===== src/rtl/strobe_packetizer_pkg.sv =====
// Shared types and helpers for the strobe packetizer and related capture stages.
package strobe_pkt_pkg;

  typedef enum logic [1:0] {
    StWaitBuf,
    StFill,
    StDone
  } state_e;

  localparam int unsigned WordBytes = 4;

  // Word count carries one extra bit so a full packet is representable.
  function automatic int unsigned byte_len_width(input int unsigned addr_width);
    return addr_width + 1 + $clog2(WordBytes);
  endfunction

endpackage


===== src/rtl/strobe_packetizer_idle_timer.sv =====
// Idle-cycle counter: clear has priority, saturates at Timeout, tc_o flags the edge that reaches it.
module idle_timer #(
  parameter int unsigned Timeout = 64
) (
  input  logic clk_i,
  input  logic rst_ni,
  input  logic clr_i,
  input  logic inc_i,
  output logic tc_o
);

  localparam int unsigned CntW = $clog2(Timeout + 1);

  logic [CntW-1:0] cnt_q, cnt_d;

  always_comb begin
    cnt_d = cnt_q;
    if (clr_i) begin
      cnt_d = '0;
    end else if (inc_i && (cnt_q != CntW'(Timeout))) begin
      cnt_d = cnt_q + 1'b1;
    end
  end

  assign tc_o = inc_i && !clr_i && (cnt_d == CntW'(Timeout));

  always_ff @(posedge clk_i or negedge rst_ni) begin
    if (!rst_ni) begin
      cnt_q <= '0;
    end else begin
      cnt_q <= cnt_d;
    end
  end

endmodule


===== src/rtl/strobe_packetizer.sv =====
// Packs a strobed 32-bit word stream into packet buffers, closing on full or idle timeout.
// Optional statistics counters are enabled with the STROBE_PKT_STATS_EN macro.
module strobe_packetizer
  import strobe_pkt_pkg::*;
#(
  parameter int unsigned PKT_WORDS    = 16,
  parameter int unsigned ADDR_WIDTH   = $clog2(PKT_WORDS),
  parameter int unsigned IDLE_TIMEOUT = 64
) (
  input  logic                                  clk,
  input  logic                                  rst,
  input  logic [31:0]                           data,
  input  logic                                  strobe,
  input  logic                                  buf_ready,
  output logic                                  wr_en,
  output logic [ADDR_WIDTH-1:0]                 wr_addr,
  output logic [31:0]                           wr_data,
  output logic                                  done,
  output logic [byte_len_width(ADDR_WIDTH)-1:0] byte_len,
  output logic                                  dropped
`ifdef STROBE_PKT_STATS_EN
  ,
  output logic [31:0]                           pkt_count,
  output logic [31:0]                           drop_count
`endif
);

  localparam int unsigned CntW = ADDR_WIDTH + 1;
  localparam int unsigned LenW = byte_len_width(ADDR_WIDTH);

  state_e                state_q, state_d;
  logic [CntW-1:0]       count_q, count_d;
  logic                  idle_clr, idle_inc, idle_tc;
  logic                  wr_en_d, dropped_d;
  logic [LenW-1:0]       byte_len_d;

  logic                  wr_en_q, done_q, dropped_q;
  logic [ADDR_WIDTH-1:0] wr_addr_q;
  logic [31:0]           wr_data_q;
  logic [LenW-1:0]       byte_len_q;

  idle_timer #(
    .Timeout(IDLE_TIMEOUT)
  ) u_idle_timer (
    .clk_i (clk),
    .rst_ni(rst),
    .clr_i (idle_clr),
    .inc_i (idle_inc),
    .tc_o  (idle_tc)
  );

  always_comb begin
    state_d    = state_q;
    count_d    = count_q;
    wr_en_d    = 1'b0;
    dropped_d  = 1'b0;
    idle_clr   = 1'b1;
    idle_inc   = 1'b0;
    byte_len_d = '0;
    unique case (state_q)
      StWaitBuf: begin
        if (strobe) begin
          if (buf_ready) begin
            wr_en_d = 1'b1;
            count_d = CntW'(1);
            state_d = StFill;
          end else begin
            dropped_d = 1'b1;
          end
        end
      end
      StFill: begin
        idle_clr = strobe;
        idle_inc = !strobe;
        if (strobe) begin
          wr_en_d = 1'b1;
          count_d = count_q + 1'b1;
          if (count_q == CntW'(PKT_WORDS - 1)) begin
            state_d = StDone;
          end
        end else if (idle_tc) begin
          state_d = StDone;
        end
      end
      StDone: begin
        // The packet is closed; a word arriving now has nowhere to go.
        dropped_d  = strobe;
        byte_len_d = LenW'(count_q) * LenW'(WordBytes);
        count_d    = '0;
        state_d    = StWaitBuf;
      end
      default: state_d = StWaitBuf;
    endcase
  end

  always_ff @(posedge clk or negedge rst) begin
    if (!rst) begin
      state_q    <= StWaitBuf;
      count_q    <= '0;
      wr_en_q    <= 1'b0;
      wr_addr_q  <= '0;
      wr_data_q  <= '0;
      done_q     <= 1'b0;
      byte_len_q <= '0;
      dropped_q  <= 1'b0;
    end else begin
      state_q    <= state_d;
      count_q    <= count_d;
      wr_en_q    <= wr_en_d;
      done_q     <= (state_q == StDone);
      byte_len_q <= byte_len_d;
      dropped_q  <= dropped_d;
      if (wr_en_d) begin
        wr_addr_q <= count_q[ADDR_WIDTH-1:0];
        wr_data_q <= data;
      end
    end
  end

  assign wr_en    = wr_en_q;
  assign wr_addr  = wr_addr_q;
  assign wr_data  = wr_data_q;
  assign done     = done_q;
  assign byte_len = byte_len_q;
  assign dropped  = dropped_q;

`ifdef STROBE_PKT_STATS_EN
  logic [31:0] pkt_count_q, drop_count_q;

  always_ff @(posedge clk or negedge rst) begin
    if (!rst) begin
      pkt_count_q  <= '0;
      drop_count_q <= '0;
    end else begin
      if (done_q && (pkt_count_q != '1)) begin
        pkt_count_q <= pkt_count_q + 1'b1;
      end
      if (dropped_q && (drop_count_q != '1)) begin
        drop_count_q <= drop_count_q + 1'b1;
      end
    end
  end

  assign pkt_count  = pkt_count_q;
  assign drop_count = drop_count_q;
`endif

endmodule


===== config.mk =====
export PLATFORM = sky130hd
export DESIGN_NAME = strobe_packetizer
export DESIGN_NICKNAME = d
export VERILOG_FILES = /design/src/rtl/strobe_packetizer_pkg.sv /design/src/rtl/strobe_packetizer_idle_timer.sv /design/src/rtl/strobe_packetizer.sv
export SDC_FILE = /design/constraint.sdc
export NUM_CORES = 1
export LEC_CHECK = 0
export CAP_MARGIN = 25
export CELL_PAD_IN_SITES_DETAIL_PLACEMENT = 0
export CELL_PAD_IN_SITES_GLOBAL_PLACEMENT = 2
export CORE_UTILIZATION = 27
export DETAILED_ROUTE_END_ITERATION = 10
export GPL_ROUTABILITY_DRIVEN = 0
export PLACE_DENSITY = 0.79
export SYNTH_ARGS = -nofsm -noshare
export SYNTH_HDL_FRONTEND = slang
export SYNTH_SLANG_ARGS = --single-unit

===== constraint.sdc =====
create_clock -name clk -period 2.5 [get_ports clk]
set_input_delay 0.25 -clock clk [delete_from_list [all_inputs] [get_ports clk]]
set_output_delay 0.25 -clock clk [all_outputs]
set_load 0.005 [all_outputs]

==> flow_metrics.env, run 1 <==
export IMPL_port_buffers=79
export IMPL_globalRouteTotalUtil=0.135
export IMPL_min_period_ns=2.10
export IMPL_std_cell_rows=34
export IMPL_place_ws_ns=0.408
export IMPL_p_leak_uw=0.00174
export IMPL_startpoint_type="register"
export IMPL_path_depth=6
export IMPL_cts_path_max_buffers=2
export IMPL_core_um2=8890
export IMPL_rsz0062_at_grt="no"
export IMPL_synth_largest_area_cell="dfrtp_1"
export IMPL_yosysUniqueCellTypes=37
export IMPL_dp_hpwl_mm=3.99
export IMPL_cp_data_arrival_time_ns=2.29
export IMPL_final_cell_mix="nand2_1, clkdlybuf4s50_1, dfrtp_1"
export IMPL_period_share=0.838
export IMPL_cts_resized=0
export IMPL_die_h_um=98.8
export IMPL_grt_first_pass_wirelength_mm=10.2
export IMPL_hp_class="primary input to register"
export IMPL_cap_violations=0
export IMPL_nets=396
export IMPL_cp_top_family="compound AO/OA/AOI/OAI gates"
export IMPL_clock_sinks=58
export IMPL_cts_tree="built"
export IMPL_syn2layout_area_growth_pct=44.5
export IMPL_netlist_instances=269
export IMPL_hold_depth=3
export IMPL_hold_violations=0
export IMPL_drt_initial_drc_count=86
export IMPL_critPathSlowestCell="dfrtp_1"
export IMPL_drc_errors=0
export IMPL_grt_pass1_vias=2038
export IMPL_worstPathRequired_ns=2.70
export IMPL_clk_latency_ns=0.32
export IMPL_ant_nets=0
export IMPL_ioPinCount=82
export IMPL_start_util=0.284
export IMPL_whs_ns=0.447
export IMPL_end_kind="register"
export IMPL_maxSlewViolCount=0
export IMPL_crit_fanout=6
export IMPL_skew_ns=0.0134
export IMPL_maxSlewHeadroom=0.524
export IMPL_synth_top_area_frac=0.574
export IMPL_dieWidth_um=98.8
export IMPL_num_antenna_cells=0
export IMPL_netlist_area_um2=2530
export IMPL_antenna_found_initial=0
export IMPL_ys_ff_latch=58
export IMPL_viasPerCell=4.33
export IMPL_synth_area_leaders="dfrtp_1, nand2_1, ha_1"
export IMPL_synthFlopType="dfrtp_1"
export IMPL_gr_total_overflow=0
export IMPL_fin_ws_ns=0.404
export IMPL_dieArea_um2=9750
export IMPL_ir_drop_mv=0.307
export IMPL_tns_ns=0
export IMPL_worst_path_buf_inv=0
export IMPL_yosysSeqAreaShare=0.574
export IMPL_setup_viol=0
export IMPL_max_slew_worst_pin_slew_ns=0.714
export IMPL_rr_worst_depth=6
export IMPL_num_vias=2015
export IMPL_cts_made_buffers=9
export IMPL_avgSynthCellArea_um2=9.40
export IMPL_power_density_nw_per_um2=1060
export IMPL_critPathMaxStageDelay_ns=0.43
export IMPL_outcome="completed"
export IMPL_async_reset_ff_frac=1.00
export IMPL_worstPathCellList="ha_1 > nand3_1 > o31ai_2 > o31ai_1 > a221o_1 > mux2_1"
export IMPL_h_tree_depth=3
export IMPL_drive_gt1_frac=0.0784
export IMPL_fillers=891
export IMPL_synth_edff_count=0
export IMPL_synth_warnings=0
export IMPL_root_buffer="clkbuf_8"
export IMPL_final_common_cell="nand2_1"
export IMPL_first_pass_iters=6
export IMPL_wire_per_inst_um=13.0
export IMPL_fmax_mhz=477
export IMPL_path_class="register to register"
export IMPL_clk_pin_slew_ns=0.07
export IMPL_power_uw=3860
export IMPL_grt_max_degree=38
export IMPL_wl_mm=6.06
==> flip-flops by register name, indices dropped and copies added (netlist names) <==
name	flops
wr_data	32
u_idle_timer.cnt_q	7
byte_len	5
count_q	5
wr_addr	4
state_q	2
done	1
dropped	1
wr_en	1
==> what timing repair did <==
item / in CTS / in global routing
setup endpoints to repair: 0 / 0
hold buffers: 1 / 0
endpoints found under the hold margin: 16 / 0
setup buffers: 0 / 0
==> final cells by class <==
cell class	instances	area [um2]	area share
Inverter	7	26.3	0.00719
Sequential cell	58	1450	0.397
Multi-Input combinational cell	194	997	0.273
Clock inverter	5	77.6	0.0212
Clock buffer	11	141	0.0387
Timing Repair Buffer	82	823	0.225
Tap cell	108	135	0.0370
==> power breakdown <==
group	internal (uW)	switching (uW)	total [uW]
registers	1260	185	1440
clock network	586	368	954
logic	799	661	1460
==> logic make-up (layout without fill, tap and decap cells) <==
family,after synthesis,count (layout),share of synthesized area
AOI/OAI and AO/OA,20,20,0.0520
xor gates and xnor gates,5,5,0.0173
adders and majority gates,8,8,0.0396
buffers and inverters,18,105,0.0327
DFF,58,58,0.574
muxes,6,6,0.0262
other,1,2,0.00148
and+or+nand+nor,153,153,0.256
==> final timing paths <==
kind	startpoint	to	slack, ns
hold / removal	data[25]	wr_data[25]$_DFFE_PN0P_	0.45
min in group asynchronous	rst	u_idle_timer.cnt_q[5]$_DFF_PN0_	0.55
max in group asynchronous	rst	wr_data[24]$_DFFE_PN0P_	1.32
hold reg to reg	wr_data[7]$_DFFE_PN0P_	wr_data[7]$_DFFE_PN0P_	0.47
setup / recovery	u_idle_timer.cnt_q[0]$_DFF_PN0_	state_q[1]$_DFFE_PN0P_	0.40
setup reg to reg	u_idle_timer.cnt_q[0]$_DFF_PN0_	state_q[1]$_DFFE_PN0P_	0.40
==> synth_stat cells (2+ instances only) <==
library cell  instances
a21oi_1               3
and2_1                6
and3_1                2
buf_1                 3
buf_4                 2
clkbuf_1              5
dfrtp_1              58
ha_1                  8
inv_1                 6
mux2_1                2
mux2_2                3
nand2_1             121
nand3_1               3
nor2_1               12
nor2b_1               2
o21ai_0               2
o21ai_1               7
o31ai_1               2
xnor2_1               2
xor2_1                3
==> worst register-to-register path, stage by stage, from the launching register on <==
cell     delay (ns)
dfrtp_1        0.43
ha_1           0.31
nand3_1        0.18
o31ai_2        0.24
o31ai_1        0.11
a221o_1        0.39
mux2_1         0.32
==> per-stage QoR <==
stage | instances | utilization | cell area (um2)
CTS | 465 | 0.411 | 3650
floorplan | 270 | - | 2530
global route | 465 | 0.411 | 3650
finish | 465 | 0.411 | 3650
detailed placement | 448 | 0.385 | 3420
global placement | 448 | 0.385 | 3420
==> layer usage <==
layer | share of wire | global-route usage
met1 | 0.48 | 0.177
met3 | 0.040 | 0.0262
met5 | 0 | 0
met4 | 0.011 | 0.0631
met2 | 0.47 | 0.214
Note: power is estimated with default switching activity, not from simulation.
==> run 2, diff against run 1 <==
==> constraint.sdc (replaced) <==
create_clock -name clk -period 2.01 [get_ports clk]
set_input_delay 0.201 -clock clk [delete_from_list [all_inputs] [get_ports clk]]
set_output_delay 0.201 -clock clk [all_outputs]
set_load 0.005 [all_outputs]
==> run 2 against run 1 <==
Net effect:
- core utilization up 1.6 points
- non-clock buffer count up 14
- critical path depth up 1
- wire length down 2.2%
- sequential share of layout area down 1.4 points
- register-to-register slack worse by 0.30 ns
- final cell count up 2.8%
- clock-buffer cell count up 2
- first-iteration DRC count down 31%
- combinational power up 37%
- global-route usage down 0.32 points
==> flow_metrics.env, run 2 (synthesis gave the netlist of run 1 again) <==
export IMPL_h_tree_depth=3
export IMPL_route_met3_wl_um=256
export IMPL_wl_met2_mm=2.69
export IMPL_root_buffer="clkbuf_8"
export IMPL_highest_layer="met4"
export IMPL_startpoint_type="register"
export IMPL_r2r_end="state_q[1]$_DFFE_PN0P_"
export IMPL_clk_latency_ns=0.33
export IMPL_drt_initial_drc_count=59
export IMPL_grt_first_pass_wirelength_mm=9.87
export IMPL_ir_drop_mv=0.390
export IMPL_rsz0062_at_grt="no"
export IMPL_globalRouteTotalUtil=0.131
export IMPL_whs_ns=0.353
export IMPL_dieArea_um2=9750
export IMPL_cp_data_arrival_time_ns=2.10
export IMPL_cts_tree="built"
export IMPL_viasPerCell=4.30
export IMPL_drt_met1_wl_mm=2.84
export IMPL_cap_violations=0
export IMPL_nets=410
export IMPL_rrSetupSlack_ns=0.11
export IMPL_period_share=0.946
export IMPL_syn2layout_area_growth_pct=50.0
export IMPL_clk_pin_slew_ns=0.07
export IMPL_final_common_cell="nand2_1"
export IMPL_die_h_um=98.8
export IMPL_critPathMaxStageDelay_ns=0.41
export IMPL_core_um2=8890
export IMPL_outcome="completed"
export IMPL_cp_endpoint="state_q[1]$_DFFE_PN0P_"
export IMPL_end_kind="register"
export IMPL_fin_ws_ns=0.108
export IMPL_grt_pass1_vias=2002
export IMPL_hold_violations=0
export IMPL_cts_made_buffers=9
export IMPL_first_pass_iters=4
export IMPL_num_vias=2057
export IMPL_num_antenna_cells=0
export IMPL_hp_class="primary input to async pin"
export IMPL_r2r_start="u_idle_timer.cnt_q[0]$_DFF_PN0_"
export IMPL_std_cell_rows=34
export IMPL_crit_fanout=4
export IMPL_crit_start="u_idle_timer.cnt_q[0]$_DFF_PN0_"
export IMPL_dieWidth_um=98.8
export IMPL_rr_worst_depth=7
export IMPL_largest_reg_flops=32
export IMPL_ant_nets=0
export IMPL_tns_ns=0
export IMPL_p_leak_uw=0.00181
export IMPL_path_class="register to register"
export IMPL_dp_hpwl_mm=4.23
export IMPL_ioPinCount=82
export IMPL_critPathSlowestCell="dfrtp_2"
export IMPL_antenna_found_initial=0
export IMPL_start_util=0.284
export IMPL_setup_viol=0
export IMPL_wire_per_inst_um=12.4
export IMPL_min_period_ns=1.90
export IMPL_gr_total_overflow=0
export IMPL_power_uw=4870
export IMPL_worstPathCellList="buf_6 > nand3_2 > xnor2_1 > o31ai_2 > o31ai_1 > a221o_1 > mux2_1"
export IMPL_port_buffers=79
export IMPL_place_ws_ns=-0.00597
export IMPL_drive_gt1_frac=0.130
export IMPL_drc_errors=0
export IMPL_power_density_nw_per_um2=1290
export IMPL_worstPathRequired_ns=2.21
export IMPL_clock_sinks=58
export IMPL_fmax_mhz=526
export IMPL_grt_max_degree=30
export IMPL_wl_mm=5.92
export IMPL_final_cell_mix="nand2_1, clkdlybuf4s50_1, dfrtp_1"
export IMPL_maxSlewViolCount=0
export IMPL_cts_path_max_buffers=2
export IMPL_skew_ns=0.0107
[run 2: changes by cell type in the layout (fill, tap and decap cells not counted), moves of 2 or more]
cell      previous run  this run
buf_4                1        12
clkbuf_8            10        12
buf_6                0         2
inv_2                1         3
ha_4                 0         2
dfrtp_1             58        56
dfrtp_2              0         2
inv_1                6         4
ha_1                 8         6
[run 2: where the power goes]
part | switching (uW) | internal (uW) | total (uW) | leakage [uW]
Sequential | 209 | 1570 | 1780 | 0.000747
Clock | 435 | 666 | 1100 | 0.000106
Combinational | 874 | 1120 | 2000 | 0.000955
Total | 1520 | 3360 | 4870 | 0.00181
[run 2: through the flow]
| step | instances | utilization | instance area, um2 |
|---|---|---|---|
| floorplan | 270 | - | 2530 |
| global placement | 462 | 0.398 | 3540 |
| detailed placement | 462 | 0.398 | 3540 |
| CTS | 478 | 0.423 | 3760 |
| global route | 478 | 0.427 | 3790 |
| finish | 478 | 0.427 | 3790 |
[run 2: worst max-delay path, delay by kind of cell, from the launching register on]
kind / cells / cell delay (ns)
flip-flops: 1 / 0.41
multiplexers: 1 / 0.32
AND/OR/NAND/NOR: 1 / 0.11
buffers and inverters: 1 / 0.12
XOR/XNOR: 1 / 0.16
AO/OA/AOI/OAI: 3 / 0.67
[run 2: layout make-up]
cell class / count / area, um2
clock buffers: 13 / 169
clock inverters: 2 / 35.0
fillers: 898 / 5100
inverters: 7 / 26.3
multi-input cells: 194 / 1020
flip-flops and latches: 58 / 1450
well taps: 108 / 135
repair buffers: 96 / 948
[run 2: worst min path at each step]
stage          slack, ns                              end  cells past startpoint
3_5_place_dp        0.18  u_idle_timer.cnt_q[4]$_DFF_PN0_                      1
5_1_grt             0.39          wr_data[15]$_DFFE_PN0P_                      3
6_report            0.35           wr_data[2]$_DFFE_PN0P_                      2
2_1_floorplan      -0.09            byte_len[2]$_DFF_PN0_                      0
4_1_cts             0.36  u_idle_timer.cnt_q[5]$_DFF_PN0_                      2
3_3_place_gp        0.17  u_idle_timer.cnt_q[5]$_DFF_PN0_                      1
[run 2: what timing repair did]
item                                    CTS  global route
endpoints found under the setup margin    2             2
setup buffers                             0             0
hold buffers                              1             0
resized for setup                         1            10
pin swaps                                 0             2
endpoints found under the hold margin    16             0
[run 2: metal layers]
metal  vias up  global-route usage
met1       954               0.176
met4         0              0.0723
met3        11              0.0284
li1       1039                   -
met2        53               0.197
met5         -                   0
==> edit 1 (settings of run 1) <==
Add a define of `STROBE_PKT_STATS_EN`.
--- a/src/rtl/strobe_packetizer.sv
+++ b/src/rtl/strobe_packetizer.sv
@@ -1,5 +1,7 @@
 // Packs a strobed 32-bit word stream into packet buffers, closing on full or idle timeout.
 // Optional statistics counters are enabled with the STROBE_PKT_STATS_EN macro.
+`define STROBE_PKT_STATS_EN
+
 module strobe_packetizer
   import strobe_pkt_pkg::*;
 #(
Formal check against the unedited RTL (old outputs only; new: drop_count and pkt_count): equivalent (Yosys induction, for registers that start in step).
==> edit 1 against run 1 <==
  * Wire length is 140% higher
  * Cell area is 120% higher
  * Sequential cell count is 64 higher
  * Sequential share of layout area is 2.1 points lower
  * Core utilization is 1.4 points lower
  * Power is 86% higher
  * Global-route usage is 0.65 points higher
  * Critical path depth stayed put
  * Setup slack worse by 0.10 ns
  * Count of clock-buffer cells in the layout is 11 higher
  * Area after synthesis is 120% higher
==> edit 1: results <==
INSERT INTO impl_metrics (metric_group, metric, value, unit) VALUES
('run_status', 'run_status', 'complete, no violations', ''),
('yosys', 'synth.avg_cell_area', '10.4', 'µm²'),
('clock_tree', 'clock_insertion_delay_worst_skew', '0.41', 'ns'),
('power', 'max_vdd_drop', '0.000481', 'V'),
('global_route', 'global_route.usage.met3', '0.0413', ''),
('power', 'cellLeakagePower', '3.61', 'nW'),
('global_route', 'gr-usage-met1', '0.180', ''),
('setup_path', 'crit_fanout', '5', ''),
('placement', 'place.port_buffers', '143', ''),
('detailed_routing', 'drt_wl_total', '14.3', 'mm'),
('timing', 'worst_pin_slew', '0.582', 'ns'),
('clock_tree', 'htree_levels', '4', ''),
('setup_path', 'r2r_slack', '0.30', 'ns'),
('timing', 'timing.clock.skew', '0.00743', 'ns'),
('yosys', 'netlist_top_cells_count', 'nand2_1, dfrtp_1, xnor2_1', ''),
('yosys', 'seq_area_frac_synth', '0.539', ''),
('global_route', 'grtUsageMet2', '0.222', ''),
('clock_tree', 'root_buffer', 'clkbuf_16', ''),
('placement', 'place_inst', '953', ''),
('clock_tree', 'clk_pin_slew_worst_paths', '0.05', 'ns'),
('final_layout', 'final.fill_count', '2004', ''),
('setup_path', 'critical_path.max_stage_delay', '0.45', 'ns'),
('placement', 'detailedPlacementHpwl', '10.0', 'mm'),
('final_layout', 'nets', '749', ''),
('yosys', 'synth_area_leaders', 'dfrtp_1, nand2_1, xnor2_1, nand4_1, xor2_1', ''),
('global_route', 'wire_length_of_the_first_global_routing_pass', '24.2', 'mm');
-- edit 1: cell types whose count changed after synthesis, moves of 13 or more --
cell     before  now
dfrtp_1      58  122
xnor2_1       2   40
nand4_1       1   30
nand3_1       3   27
xor2_1        3   21
and3_1        2   19
nor3_1        0   13
-- edit 1: final cells by class --
type                            instances  area share
Sequential cell                       122       0.377
Multi-Input combinational cell        398       0.309
Timing Repair Buffer                  151       0.186
Clock buffer                           22      0.0610
Tap cell                              270      0.0417
Clock inverter                         10      0.0201
Inverter                               13     0.00602
-- edit 1: report_power, final --
part	switching, mW	total [mW]	internal [mW]
combinational	0.796	1.79	0.999
clock	0.902	2.70	1.80
sequential	0.320	2.69	2.37
-- edit 1: cell families (layout without fill, tap and decap cells) --
kind of cell	after synthesis	count (layout)	synth area share
other	1	2	0.000662
multiplexers	11	11	0.0225
XOR/XNOR	61	61	0.0943
AND/OR/NAND/NOR	284	284	0.266
buffers and inverters	28	196	0.0203
flip-flops	122	122	0.539
adder cells (fa/ha/maj)	10	10	0.0221
AO/OA/AOI/OAI	30	30	0.0351
-- edit 1: metal layers --
| metal | share of wire | up-vias | routed length (µm) |
|---|---|---|---|
| li1 | - | 2195 | - |
| met1 | 0.45 | 2196 | 6460 |
| met2 | 0.46 | 145 | 6580 |
| met3 | 0.064 | 26 | 920 |
| met4 | 0.024 | 0 | 344 |
| met5 | 0 | - | 0 |
-- edit 1: worst min-delay path by stage --
stage / from / end / cells after the start / slack, ns
6_report: rst / drop_count[23]$_DFFE_PN0P_ / 2 / 0.35
5_1_grt: data[24] / wr_data[24]$_DFFE_PN0P_ / 3 / 0.36
4_1_cts: data[6] / wr_data[6]$_DFFE_PN0P_ / 3 / 0.34
3_5_place_dp: rst / drop_count[23]$_DFFE_PN0P_ / 1 / 0.26
3_3_place_gp: rst / drop_count[23]$_DFFE_PN0P_ / 1 / 0.25
2_1_floorplan: rst / byte_len[2]$_DFF_PN0_ / 0 / -0.05
-- edit 1: critical path: cells and delay by family (launching register included) --
kind / cells / cell delay [ns]
fa+ha+maj: 1 / 0.25
mux: 2 / 0.57
simple gates: 1 / 0.21
flops: 1 / 0.42
compound gates: 2 / 0.62
-- edit 1: per-stage QoR --
step / hold WS [ns] / util / power [mW] / area, µm² / setup WS [ns]
3_3_place_gp: 0.250 / 0.364 / 4.50 / 7430 / 0.379
6_report: 0.354 / 0.396 / 7.19 / 8100 / 0.300
4_1_cts: 0.339 / 0.396 / 7.29 / 8100 / 0.307
5_1_grt: 0.364 / 0.396 / 7.62 / 8100 / 0.174
3_5_place_dp: 0.259 / 0.364 / 4.52 / 7430 / 0.350
2_1_floorplan: -0.0456 / - / 3.41 / 5670 / 0.458
-- edit 1: timing repair --
action,in CTS,in global routing
hold buffers,1,0
gates resized for setup,0,0
hold endpoints to repair,35,0
==> edit 2 (settings of run 1) <==
Without the edit above. The 3 states of `state_e` get a one-hot encoding in 3 bits.
--- a/src/rtl/strobe_packetizer_pkg.sv
+++ b/src/rtl/strobe_packetizer_pkg.sv
@@ -1,10 +1,10 @@
 // Shared types and helpers for the strobe packetizer and related capture stages.
 package strobe_pkt_pkg;
 
-  typedef enum logic [1:0] {
-    StWaitBuf,
-    StFill,
-    StDone
+  typedef enum logic [2:0] {
+    StWaitBuf = 3'b001,
+    StFill    = 3'b010,
+    StDone    = 3'b100
   } state_e;
 
   localparam int unsigned WordBytes = 4;
Function: same outputs for any inputs over 10 cycles, from zero or initial values and one cycle with rst low; not proved beyond that.
==> edit 2 against run 1 <==
  * Core utilization shrank 1.9 points
  * Setup slack lost 0.14 ns
  * Cell area shrank 0.89%
  * Die area grew 2.3%
  * Sequential share of layout area grew 1.1 points
  * Via count shrank 12%
  * Final cell count shrank 12%
  * Area after synthesis grew 2.3%
  * Non-clock buffer count is the same
  * Sequential cell count grew 1
  * Largest cell class unchanged
  * Wire length shrank 14%
Power is not compared: it rests on default switching activity, and its combinational part moved more than twofold at a synthesized area within 25%.
==> edit 2: results <==
INSERT INTO impl_metrics (metric_group, metric, value, unit) VALUES
('run_status', 'run_status', 'complete, no violations', ''),
('placement', 'pre_cts_ws', '0.235', 'ns'),
('timing', 'timing.slew.headroom', '0.585', ''),
('final_layout', 'nets', '316', ''),
('detailed_routing', 'drt_wl_total', '5.24', 'mm'),
('setup_path', 'critPathTopFamily', 'flip-flops', ''),
('final_layout', 'stdcell_area', '0.00362', 'mm²'),
('placement', 'placedInstanceArea', '0.00344', 'mm²'),
('final_layout', 'final.fill_count', '935', ''),
('global_route', 'wire_length_of_the_first_global_routing_pass', '8.33', 'mm'),
('global_route', 'grt_max_degree', '36', ''),
('global_route', 'grt_pass1_vias', '1729', ''),
('detailed_routing', 'viasPerCell', '4.32', ''),
('yosys', 'netlist_top_cells_count', 'dfrtp_1, mux2_2, nand2_1, nor2_1, xnor2_1', ''),
('yosys', 'synth_area_leaders', 'dfrtp_1, mux2_2, xnor2_1, ha_1, buf_6', ''),
('setup_path', 'critical_path_arrival', '2.44', 'ns'),
('detailed_routing', 'drt_iter0_drc', '32', ''),
('placement', 'place_inst', '393', ''),
('setup_path', 'crit_fanout', '35', ''),
('setup_path', 'r2r_slack', '0.27', 'ns'),
('yosys', 'ys_types', '46', ''),
('global_route', 'gr-usage-all-layers', '0.110', ''),
('setup_path', 'ff2ff_path_depth', '5', ''),
('yosys', 'seq_area_frac_synth', '0.571', ''),
('placement', 'detailedPlacementHpwl', '3.67', 'mm'),
('timing', 'holdWs', '0.460', 'ns');
## edit 2: cell types whose count changed after synthesis, sizes merged, moves of 6 or more
cell	before	now
nand2	121	7
mux2	5	37
o21ai	9	1
buf	6	12
nor2	13	7
## edit 2: metal layers
metal,track usage,share of wire,vias to the layer above
met5,0,0,-
met4,0.0611,0.022,0
met3,0.0369,0.069,10
met2,0.157,0.41,64
met1,0.146,0.50,847
li1,-,-,845
## edit 2: layout make-up
| type | instances | share of cell area |
|---|---|---|
| Multi-Input combinational cell | 119 | 0.267 |
| Inverter | 5 | 0.00657 |
| Sequential cell | 59 | 0.408 |
| Timing Repair Buffer | 82 | 0.227 |
| Clock inverter | 5 | 0.00830 |
| Clock buffer | 10 | 0.0380 |
| Tap cell | 129 | 0.0446 |
## edit 2: worst paths after layout
path | startpoint | to
setup / recovery | state_q[1]$_DFFE_PN0P_ | wr_data[22]$_DFFE_PN0P_
hold / removal | rst | wr_data[11]$_DFFE_PN0P_
setup reg to reg | state_q[1]$_DFFE_PN0P_ | wr_data[22]$_DFFE_PN0P_
hold reg to reg | wr_data[7]$_DFFE_PN0P_ | wr_data[7]$_DFFE_PN0P_
max in group asynchronous | rst | state_q[0]$_DFFE_PN1P_
min in group clk | wr_data[7]$_DFFE_PN0P_ | wr_data[7]$_DFFE_PN0P_
## edit 2: cells by family (layout without fill, tap and decap cells)
kind of cell / count (synthesis) / count (layout) / share of synthesized area
buf+inv: 20 / 102 / 0.0566
xor+xnor: 9 / 9 / 0.0305
mux: 37 / 37 / 0.161
compound gates: 20 / 20 / 0.0556
fa+ha+maj: 4 / 4 / 0.0194
simple gates: 47 / 47 / 0.104
flops: 59 / 59 / 0.571
other cells: 1 / 2 / 0.00145
